`src/rtl/vga_pkg.sv`:
```
// Shared VGA timing constants, frame-buffer geometry and the arbiter state type.
package vga_pkg;

  // 640x480@60 Hz horizontal timing (pixels)
  localparam int H_ACTIVE = 640;
  localparam int H_FRONT  = 16;
  localparam int H_SYNC   = 96;
  localparam int H_BACK   = 48;
  localparam int H_TOTAL  = H_ACTIVE + H_FRONT + H_SYNC + H_BACK;  // 800

  // 640x480@60 Hz vertical timing (lines)
  localparam int V_ACTIVE = 480;
  localparam int V_FRONT  = 10;
  localparam int V_SYNC   = 2;
  localparam int V_BACK   = 33;
  localparam int V_TOTAL  = V_ACTIVE + V_FRONT + V_SYNC + V_BACK;  // 525

  // Frame buffer: one word per 4x4 screen block
  localparam int FB_W       = 160;
  localparam int FB_H       = 120;
  localparam int SCALE_LOG2 = 2;

  // The per-line read slot sits four pixels before the end of the line
  localparam int LINE_SLOT_X = H_TOTAL - 4;  // 796

  typedef enum logic {
    SYNC = 1'b0,
    RUN  = 1'b1
  } state_e;

endpackage

```
`src/rtl/fb_addr_gen.sv`:
```
// Linear frame-buffer address from (row, col): row*160 + col as two shifts.
module fb_addr_gen #(
  parameter int AW = 15,
  parameter int RW = 8,
  parameter int CW = 8
) (
  input  logic [RW-1:0] row,
  input  logic [CW-1:0] col,
  output logic [AW-1:0] addr
);

  // row*160 = row*128 + row*32; fits in AW bits for every in-range row
  assign addr = (AW'(row) << 7) + (AW'(row) << 5) + AW'(col);

endmodule

```
`src/rtl/vga_fb_arbiter.sv`:
```
// Single-port frame-buffer arbiter: deadline-fixed VGA prefetch reads, writer
// gets every remaining cycle.
//
// Writer handshake: a write is accepted in any cycle where wr_valid and
// wr_ready are both high; wr_ready does not depend on wr_valid, the writer
// must hold wr_addr/wr_data stable until accepted, and an accepted write is
// committed to the RAM in that same cycle (out-of-range addresses are
// accepted but never written).
module vga_fb_arbiter #(
  parameter int DW   = 12,
  parameter int FB_W = 160,
  parameter int FB_H = 120,
  parameter int AW   = 15
) (
  input  logic            clk,
  input  logic            rst,
  input  logic [9:0]      posX,
  input  logic [9:0]      posY,
  output logic [DW-1:0]   pixel_vga,
  input  logic            wr_valid,
  output logic            wr_ready,
  input  logic [AW-1:0]   wr_addr,
  input  logic [DW-1:0]   wr_data,
  output logic [AW-1:0]   ram_addr,
  output logic            ram_we,
  output logic [DW-1:0]   ram_wdata,
  input  logic [DW-1:0]   ram_rdata,
  output logic            frame_start,
  output logic            vblank,
  output vga_pkg::state_e state
);

  import vga_pkg::*;

  localparam logic [9:0] X_SLOT = 10'(LINE_SLOT_X);
  localparam logic [9:0] X_LAST = 10'(H_TOTAL - 1);
  localparam logic [9:0] Y_LAST = 10'(V_TOTAL - 1);
  localparam logic [9:0] X_ACT  = 10'(H_ACTIVE);
  localparam logic [9:0] Y_ACT  = 10'(V_ACTIVE);
  localparam logic [9:0] X_RD_END = 10'(H_ACTIVE - 4);  // last block has no successor

  state_e          state_nxt;
  logic [9:0]      next_line;
  logic            active_slot;
  logic            line_slot;
  logic            enter_run;
  logic            read_slot;
  logic [7:0]      row_sel;
  logic [7:0]      col_sel;
  logic [AW-1:0]   rd_addr;
  logic            rd_d;
  logic [DW-1:0]   nxt_pix;
  logic [DW-1:0]   cur_pix;

  assign next_line   = (posY == Y_LAST) ? 10'd0 : posY + 10'd1;
  assign active_slot = (posX[1:0] == 2'b00) && (posX < X_RD_END) && (posY < Y_ACT);
  assign line_slot   = (posX == X_SLOT) && (next_line < Y_ACT);
  assign enter_run   = (state == SYNC) && (posX == X_SLOT) && (posY == Y_LAST);
  assign read_slot   = ((state == RUN) || enter_run) && (active_slot || line_slot);

  // Active slot fetches the next block of this row; line slot fetches block 0 of the next line
  assign row_sel = active_slot ? posY[9:2] : next_line[9:2];
  assign col_sel = active_slot ? (posX[9:2] + 8'd1) : 8'd0;

  fb_addr_gen #(.AW(AW), .RW(8), .CW(8)) u_addr_gen (
    .row  (row_sel),
    .col  (col_sel),
    .addr (rd_addr)
  );

  // State register
  always_ff @(posedge clk) begin
    if (rst) state <= SYNC;
    else     state <= state_nxt;
  end

  // Next state: lock onto the frame at the row-0 line slot, drop out on illegal counts
  always_comb begin
    state_nxt = state;
    case (state)
      SYNC: if (posX == X_SLOT && posY == Y_LAST) state_nxt = RUN;
      RUN:  if (posX > X_LAST || posY > Y_LAST)  state_nxt = SYNC;
      default: state_nxt = SYNC;
    endcase
  end

  // Prefetch pipeline: capture read data one cycle after the slot, hand over at block end
  always_ff @(posedge clk) begin
    if (rst || state_nxt == SYNC) begin
      rd_d    <= 1'b0;
      nxt_pix <= '0;
      cur_pix <= '0;
    end else begin
      rd_d <= read_slot;
      if (rd_d)               nxt_pix <= ram_rdata;
      if (posX[1:0] == 2'b11) cur_pix <= nxt_pix;
    end
  end

  // Frame-start pulse and vertical blanking flag, both registered
  always_ff @(posedge clk) begin
    if (rst) begin
      frame_start <= 1'b0;
      vblank      <= 1'b0;
    end else begin
      frame_start <= (posX == X_LAST) && (posY == Y_LAST) && (state == RUN);
      vblank      <= (posY >= Y_ACT);
    end
  end

  assign pixel_vga = (state == RUN && posX < X_ACT && posY < Y_ACT) ? cur_pix : '0;
  assign wr_ready  = ~rst & ~read_slot;
  assign ram_we    = wr_valid && wr_ready && (wr_addr < AW'(FB_W * FB_H));
  assign ram_addr  = read_slot ? rd_addr : wr_addr;
  assign ram_wdata = wr_data;

endmodule
```
`config.mk`:
```
export PLATFORM = sky130hd
export DESIGN_NAME = vga_fb_arbiter
export DESIGN_NICKNAME = d
export VERILOG_FILES = /design/src/rtl/vga_pkg.sv /design/src/rtl/fb_addr_gen.sv /design/src/rtl/vga_fb_arbiter.sv
export SDC_FILE = /design/constraint.sdc
export NUM_CORES = 1
export LEC_CHECK = 0
export CELL_PAD_IN_SITES_DETAIL_PLACEMENT = 0
export CELL_PAD_IN_SITES_GLOBAL_PLACEMENT = 1
export CORE_AREA = 2 2 92 94
export DETAILED_ROUTE_END_ITERATION = 8
export DIE_AREA = 0 0 94 96
export GPL_TIMING_DRIVEN = 0
export PLACE_DENSITY = 0.85
export SLEW_MARGIN = 10
export SYNTH_ARGS = -nofsm -noshare
export SYNTH_HDL_FRONTEND = slang
export SYNTH_SLANG_ARGS = --single-unit
```
`constraint.sdc`:
```
create_clock -name clk -period 5.1 [get_ports clk]
set_clock_uncertainty 0.15 [all_clocks]
set_input_delay 0.765 -clock clk [delete_from_list [all_inputs] [get_ports clk]]
set_output_delay 0.765 -clock clk [all_outputs]
set_load 0.01 [all_outputs]
```
After elaboration in Yosys (flattened, before gate mapping). Index checks and enable logic that the tools add are counted.

Output and inout bits: 44. Input bits: 62. Register bits: 28. Logic and storage cells: 53.

Add/sub/neg operators: 4. Reduce and logical (&&, ||, !) cells: 18. Bitwise operators: 5. Equal/unequal tests: 4. Multiplexer cells: 8. Magnitude comparators: 8.

Operator list (count): 10-bit equality test, second input constant (3); 10-bit > comparator, second input constant (2); 10-bit less-than comparator, second input constant (2); 10-bit by 9-bit less-than comparator with 1-bit output, second input constant (2); 8-bit 2-to-1 mux (2); 15-bit by 13-bit adder with 15-bit output (1); 15-bit by 8-bit adder with 15-bit output (1); 15-bit less-than comparator, second input constant (1); 15-bit 2-to-1 mux (1); 1-bit logical AND (13); 12-bit 2-to-1 mux (1); 10-bit by 1-bit adder with 10-bit output, second input constant (1); 10-bit by 9-bit >= comparator with 1-bit output, second input constant (1); 10-bit 2-to-1 mux (1); 8-bit by 1-bit adder with 8-bit output, second input constant (1); 1-bit logical OR (4); 1-bit inverter (4); 2-bit equality test, second input constant (1); 2-bit logical NOT (1); 1-bit 2-to-1 mux (2); 1-bit case mux with 2 select lines (1); 1-bit bitwise AND (1).

Longest topological paths before layout. Gate-level depths: netlist (run 1).

Depth after elaboration: 10. Mapped depth: 14. Gate-level depth less buffers: 13.

Hierarchy. A second synthesis (run 1) with hierarchy kept.

Cell total of the unflattened synthesis: 297. Area total of the unflattened synthesis: 2397.3 µm².

By module, submodules not included: vga_fb_arbiter (times used 1, area each 1883.1 µm², cells an instance 233, seq. area each 560.5 µm²); fb_addr_gen (times used 1, area each 514.2 µm², cells an instance 64, seq. area each 0.0 µm²).

Least setup slack after synthesis (run 1). Ideal clock, no wire load.

Path kind: input-to-output. Start: input posY[6]. End: output ram_addr[14]. Stages on the path: 14. Data arrival time: 3.980 ns. Data required time: 4.185 ns. Path buffers: 1. Slack: 0.205 ns. Path through: buf_6 -> a41oi_1 -> nand3_1 -> a41oi_1 -> nor2_1 -> mux2_2 -> fa_1 -> inv_1 -> fa_1 -> a211oi_1 -> o21ai_0 -> a21o_1 -> a21oi_1 -> mux2i_1.

Cells in the longest elaborated chain, start to end: 7. Elaborated cells between the ends (all ways): 16. Classes of those cells: 3 x add/sub; 2 x order compare; 1 x eq/ne; 4 x mux; 6 x reduce/logical.

RTL lines: from (decl) (RTL line vga_fb_arbiter.sv:18) `input logic [9:0] posY,`; parallel branches: the longest is 6 deep, another holds 15-bit by 13-bit adder with 15-bit output; 15-bit 2-to-1 mux (*) (RTL line vga_fb_arbiter.sv:114) `assign ram_addr = read_slot ? rd_addr : wr_addr;`; to (decl) (RTL line vga_fb_arbiter.sv:24) `output logic [AW-1:0] ram_addr,`.

Every way passes the cells marked *.

Final worst setup path (run 1).
Start: input posY[6]. End: output ram_addr[12].

The elaborated chain is that of the path after synthesis.

==> results of run 1 <==
==> cells by family (layout without fill, tap and decap cells) <==
family | count (synthesis) | count (layout)
xor+xnor | 13 | 13
compound gates | 52 | 52
flops | 28 | 28
fa+ha+maj | 18 | 18
simple gates | 115 | 115
buf+inv | 35 | 154
mux | 29 | 29
==> cells in the mapped netlist (2+ instances only) <==
master and n:
a211oi_1 2, a21o_1 3, a21oi_1 11, a21oi_2 7, a41oi_1 2, and2_1 15
buf_4 12, buf_6 5, clkbuf_1 8, dfxtp_1 28, fa_1 2, ha_1 16
inv_1 10, mux2_2 10, mux2_4 3, mux2i_1 16, nand2_1 36, nand3_1 9
nand4_1 6, nor2_1 36, nor3_1 2, nor4_1 2, o21a_1 2, o21ai_0 12
o31ai_1 2, o41ai_1 2, xnor2_1 5, xor2_1 8
==> power by group <==
| part | switching [mW] | internal [mW] |
|---|---|---|
| registers | 0.000233 | 0.219 |
| logic | 0.0984 | 0.124 |
| clock network | 0.0668 | 0.105 |
==> routing by layer <==
| layer | share of wire, % | vias to the layer above | GRT usage, % |
|---|---|---|---|
| met4 | 1.5 | 0 | 3.744 |
| li1 | - | 1241 | - |
| met1 | 42 | 1137 | 16.91 |
| met3 | 5.5 | 10 | 2.036 |
| met2 | 52 | 82 | 26.31 |
| met5 | 0 | - | 0 |
==> worst register-to-register path: stages, from the launching register on <==
cell and delay, ns:
dfxtp_1 0.45, inv_1 0.14, o211ai_2 0.50, buf_6 0.26, nor2b_1 0.14
==> cell type report <==
cell class	count	area [um^2]	share of cell area, %
Buffer	25	185.2	4.768
Clock buffer	3	41.29	1.063
Clock inverter	1	30.03	0.7732
Inverter	10	37.54	0.9665
Multi-Input combinational cell	227	1823	46.94
Sequential cell	28	560.5	14.43
Tap cell	105	131.4	3.383
Timing Repair Buffer	115	1075	27.67
==> layout by cell type, fill, tap and decap left out, types with 4 or more instances in the layout <==
master           synthesis  layout
a21oi_1                 11       8
a21oi_2                  7      10
and2_1                  15      14
buf_4                   12      38
buf_6                    5       9
clkbuf_1                 8       8
clkbuf_2                 0       4
clkdlybuf4s50_1          0      67
dfxtp_1                 28      28
dlygate4sd2_1            0       5
dlymetal6s2s_1           0       5
ha_1                    16       9
ha_4                     0       5
inv_1                   10       9
mux2_2                  10       9
mux2_4                   3       4
mux2i_1                 16      16
nand2_1                 36      35
nand3_1                  9       8
nand4_1                  6       6
nor2_1                  36      32
o21ai_0                 12       4
o21ai_1                  0       6
xnor2_1                  5       5
xor2_1                   8       8
==> sequential cells by signal (all words and copies together) (netlist names) <==
register	cells
state	1
vblank	1
nxt_pix	12
frame_start	1
rd_d	1
cur_pix	12
==> metrics by stage <==
stage / total power, mW / cells / setup TNS (ns) / utilization, % / cell area, um^2
CTS: 0.6027 / 504 / -0.03041 / 46.46 / 3741
global placement: 0.3997 / 483 / -7.973 / 41.82 / 3367
detailed placement: 0.4013 / 483 / -8.494 / 41.82 / 3367
finish: 0.6129 / 514 / 0 / 48.24 / 3884
floorplan: 0.3199 / 290 / 0 / - / 2355
global route: 0.6495 / 514 / -0.06497 / 48.24 / 3884
==> what timing repair did <==
item,CTS,global route
gates resized for setup,65,49
cloned,0,0
pin swaps,21,20
buffers inserted,17,10
hold buffers,0,0
endpoints found under the setup margin,9,8
==> worst paths after layout <==
path	start	end	depth (start not counted)
setup reg to reg	state	rd_d	4
setup / recovery	posY[6]	ram_addr[12]	18
hold reg to reg	cur_pix[2]	cur_pix[2]	2
hold / removal	cur_pix[2]	cur_pix[2]	2
==> flow_summary.toml, run 1 <==
[status]
status = "finished clean"

[drt]
via_count = 2470
vias_per_cell = 4.805
dr.pass1.iters = 4
routed_wirelength_um = 6670
drtAntennaViolNets = 0
drc = 0
first_iter_violations = 70
wl_per_cell_um = 12.98

[synthesis]
synth_xor_area_share_pct = 4.835
yosys_warnings = 0
synth_edf_count = 0
ys_async_sr_fraction_pct = 0
postSynthAreaPerCell_um2 = 8.120
synth.distinct_cells = 46
yosys.area_share.adder_pct = 10.20
synthesis.nets = 370
synth_top_area_share_pct = 23.80
synth_seq_area_share_pct = 23.80
synth_top_family_by_area = "simple AND/OR/NAND/NOR gates"
synth_compound_area_share_pct = 15.25
ys_ff_latch = 28
syn_inst = 290
synth.area.top_cells = "dfxtp_1 24%, ha_1 8.5%, mux2i_1 6.8%"
synthMuxAreaShare_pct = 13.50
synthSimpleGateAreaFrac_pct = 23.33
yosys.area.top_type = "dfxtp_1"
synth_ff_type = "dfxtp_1"
syn_area_mm2 = 0.002355

[worst_setup_path]
crit_path_frequent_cell = "buf_4"
critical_path.cell_chain = "buf_12 -> or4_4 -> nor4_4 -> buf_4 -> nor2_4 -> nor2_2 -> buf_4 -> mux2i_1 -> ha_2 -> ha_4 -> fa_2 -> a211oi_2 -> buf_4 -> nor2_2 -> o21ai_1 -> a22oi_1 -> mux2_4 -> buf_6"
cp-start-kind = "input pin"
crit_required_ns = 4.18
worst-path-max-fanout = 7
crit_arrival_ns = 4.09
path_delay_family = "simple AND/OR/NAND/NOR gates"
path_class = "input pin to primary output"
cp_slowest_stage_delay_ns = 0.55
slowest_stage = "or4_4"
end_kind = "primary output"
r2r_slack_ns = 3.40
cp_num_buf_inv = 5

[clocking]
cts_made_buffers = 3
cts_max_level = 1
tritoncts = "built"
root_buffer = "clkbuf_8"
clock-sinks = 28
clk_path_buf_depth = 2
path_clk_slew_ns = 0.08
clk_latency_ns = 0.27

[global_routing]
grt_max_degree = 17
grt_pass1_vias = 2312
grt_pass1_wl_um = 10360
grt_usage_pct = 14.11
grt_overflow = 0
antenna_found_initial = 0

[floorplan]
dieHeight_um = 96
num_rows = 33
die_x_um = 94
die_area_mm2 = 0.009024
core_mm2 = 0.008051
ios = 106
initial_core_util_pct = 29.25

[layout]
layout.nets = 490
fill_cells = 782
drive_gt1_share_pct = 27.63
diodes = 0
area_growth_pct = 64.93

[timing]
fin_crit_ns = 5.002
hold_viol_final = 0
post-route-period-util_pct = 98.08
hold_slack_ns = 0.2997
report.final.slew_viol_count = 0
worst_slack_ns = 0.09793
worst_pin_slew_ns = 0.7305
max_freq_ghz = 0.1999
relSlewSlack_pct = 51.30
rsz0062_at_grt = "true"
setup_viol = 0

[power]
vdd_drop_max_mv = 0.08981
p_leak_nw = 1.487
power.density_mw_per_mm2 = 157.8

[placement]
dp_hpwl_um = 4996
numPortBuffers = 88
globalplace.congestion = 0.8600
place_ws_ns = -1.370

[hold_path]
hp-class = "register to register"

[flow_run]
drv_cap = 0
(Power assumes the default switching activity.)
==> run 2, diff against run 1 <==
--- a/config.mk
+++ b/config.mk
@@ -7,12 +7,12 @@
 export LEC_CHECK = 0
 export CELL_PAD_IN_SITES_DETAIL_PLACEMENT = 0
 export CELL_PAD_IN_SITES_GLOBAL_PLACEMENT = 1
-export CORE_AREA = 2 2 92 94
+export CORE_AREA = 2 2 78 80
 export DETAILED_ROUTE_END_ITERATION = 8
-export DIE_AREA = 0 0 94 96
+export DIE_AREA = 0 0 80 82
+export DONT_BUFFER_PORTS = 1
 export GPL_TIMING_DRIVEN = 0
-export PLACE_DENSITY = 0.85
-export SLEW_MARGIN = 10
+export PLACE_DENSITY = 0.79
 export SYNTH_ARGS = -nofsm -noshare
 export SYNTH_HDL_FRONTEND = slang
 export SYNTH_SLANG_ARGS = --single-unit
==> flow_summary.toml, run 2 (same netlist as run 1, synthesis figures left out) <==
[hold_path]
hp-class = "register to register"
hold-path-endpoint = "cur_pix[11]"
worstHoldStart = "cur_pix[11]"
holdPathStages = 2

[worst_setup_path]
crit_required_ns = 4.18
path_class = "input pin to primary output"
crit_arrival_ns = 3.94
crit_path_frequent_cell = "fa_1"
cp-start-kind = "input pin"
r2r_start = "state"
r2r_end = "rd_d"
cp_slowest_stage_delay_ns = 0.51
cp_num_buf_inv = 2
path_delay_family = "compound AO/OA/AOI/OAI gates"
worst-path-max-fanout = 10
critical_path.cell_chain = "buf_6 -> a41oi_2 -> nand3_2 -> a41oi_4 -> nor2_1 -> mux2_2 -> fa_1 -> inv_1 -> fa_1 -> a211oi_2 -> o21ai_0 -> a21o_1 -> a21oi_1 -> mux2i_1"
rr_worst_depth = 4
end_kind = "primary output"
slowest_stage = "fa_1"
r2r_slack_ns = 3.35

[placement]
globalplace.congestion = 0.7627
numPortBuffers = 0
dp_hpwl_um = 4263
place_ws_ns = -0.4061
dpl.cell_count = 365

[timing]
worst_pin_slew_ns = 0.7158
post-route-period-util_pct = 95.22
max_freq_ghz = 0.2059
relSlewSlack_pct = 52.28
worst_slack_ns = 0.2439
rsz0062_at_grt = "false"
report.final.slew_viol_count = 0
setup_viol = 0
fin_crit_ns = 4.856
hold_viol_final = 0

[clocking]
cts_made_buffers = 3
tritoncts = "built"
cts_hold_buf = 0
clk_path_buf_depth = 2
root_buffer = "clkbuf_8"
clock-sinks = 28
cts_max_level = 1
path_clk_slew_ns = 0.09
clk_latency_ns = 0.26

[power]
p_leak_nw = 0.9206
p_clk_share_pct = 25.7
switching_power_mw = 0.1284
p_int_mw = 0.3235
vdd_drop_max_mv = 0.09371
power.density_mw_per_mm2 = 175.8
power_mw = 0.4519
power_frac_comb_pct = 25.8
swShare_pct = 28.41
seqPwrFrac_pct = 48.5

[layout]
instances_no_fill = 371
diodes = 0
area_growth_pct = 9.139
mostFrequentLayoutCells = "36 x nor2_1, 36 x nand2_1, 28 x dfxtp_1"
largestRegisters = "cur_pix (12), nxt_pix (12)"
postLayoutCoreUtil_pct = 44.73
fill_cells = 616
multi_input_area_mm2 = 0.001638
regArea_um2 = 560.5
drive_gt1_share_pct = 18.92
layout.nets = 378

[drt]
dr.pass1.iters = 4
routed_wirelength_um = 5444
drc = 0
wl_per_cell_um = 14.67
via_count = 1971
vias_per_cell = 5.313
first_iter_violations = 75
drtAntennaViolNets = 0

[floorplan]
ios = 106
core_mm2 = 0.005746
die_area_mm2 = 0.006560
die_x_um = 80
dieHeight_um = 82
num_rows = 28
initial_core_util_pct = 40.98

[global_routing]
grt_pass1_wl_um = 8273
grt_overflow = 0
grt_pass1_vias = 1734
grt_usage_pct = 15.77
grt_max_degree = 15
antenna_found_initial = 0

[flow_run]
drv_cap = 0

[status]
status = "finished clean"
==> run 2: cell type report <==
type                       instances  share of cell area (%)
multi-input combinational        227                   63.73
sequential                        28                   21.81
buffer                            25                   6.865
tap                               75                   3.651
clock buffer                       3                   1.607
inverter                          10                   1.461
timing repair buffer               3                  0.8763
==> run 2: worst max path at each step <==
stage,startpoint,endpoint,slack (ns),cells past startpoint
after floorplan,posY[6],ram_addr[14],0.21,14
after global placement,posY[6],ram_addr[14],-0.39,14
after detailed placement,posY[6],ram_addr[14],-0.41,14
after CTS,posY[6],ram_addr[14],0.02,14
after global routing,posY[6],ram_addr[14],0.006,14
final,posY[6],ram_addr[14],0.24,14
==> run 2: power groups by stage <==
| stage | logic (mW) | registers (mW) | clock network (mW) |
|---|---|---|---|
| after floorplan | 0.0955 | 0.224 | 0 |
| after global placement | 0.112 | 0.224 | 0 |
| after detailed placement | 0.112 | 0.224 | 0 |
| after CTS | 0.115 | 0.219 | 0.119 |
| after global routing | 0.133 | 0.219 | 0.128 |
| final | 0.117 | 0.219 | 0.116 |
==> run 2: metal layers <==
| layer | GRT usage [%] | vias up | part of all wire [%] |
|---|---|---|---|
| met5 | 0 | - | 0 |
| met3 | 3.736 | 4 | 7.7 |
| met1 | 20.50 | 894 | 44 |
| met4 | 3.051 | 0 | 0.48 |
| met2 | 26.75 | 60 | 48 |
| li1 | - | 1013 | - |
==> run 2: worst reg2reg max path: cells and delay by family, from the launching register on <==
| family | cells | cell delay (ns) |
|---|---|---|
| buffers and inverters | 2 | 0.40 |
| DFF | 1 | 0.49 |
| and+or+nand+nor | 1 | 0.13 |
| AOI/OAI and AO/OA | 1 | 0.52 |
==> run 2: timing repair <==
action | 4_1_cts | 5_1_grt
resized for setup | 3 | 6
setup endpoints to repair | 6 | 4
buffers inserted | 3 | 0
pin swaps | 1 | 1
==> run 2: stage by stage <==
| step | hold slack [ns] | TNS, ns | cell area (um^2) |
|---|---|---|---|
| after CTS | 0.3050 | 0 | 2536 |
| after global placement | 0.2878 | -0.9832 | 2449 |
| after detailed placement | 0.2928 | -1.131 | 2449 |
| after floorplan | 0.2786 | 0 | 2355 |
| final | 0.3048 | 0 | 2570 |
| after global routing | 0.3269 | 0 | 2570 |
==> run 3, diff against run 2 <==
--- a/config.mk
+++ b/config.mk
@@ -13,6 +13,7 @@
 export DONT_BUFFER_PORTS = 1
 export GPL_TIMING_DRIVEN = 0
 export PLACE_DENSITY = 0.79
+export SKIP_LAST_GASP = 1
 export SYNTH_ARGS = -nofsm -noshare
 export SYNTH_HDL_FRONTEND = slang
 export SYNTH_SLANG_ARGS = --single-unit
==> results of run 3 <==
Same layout as run 2: the final DEF is identical, and so are final timing and power.
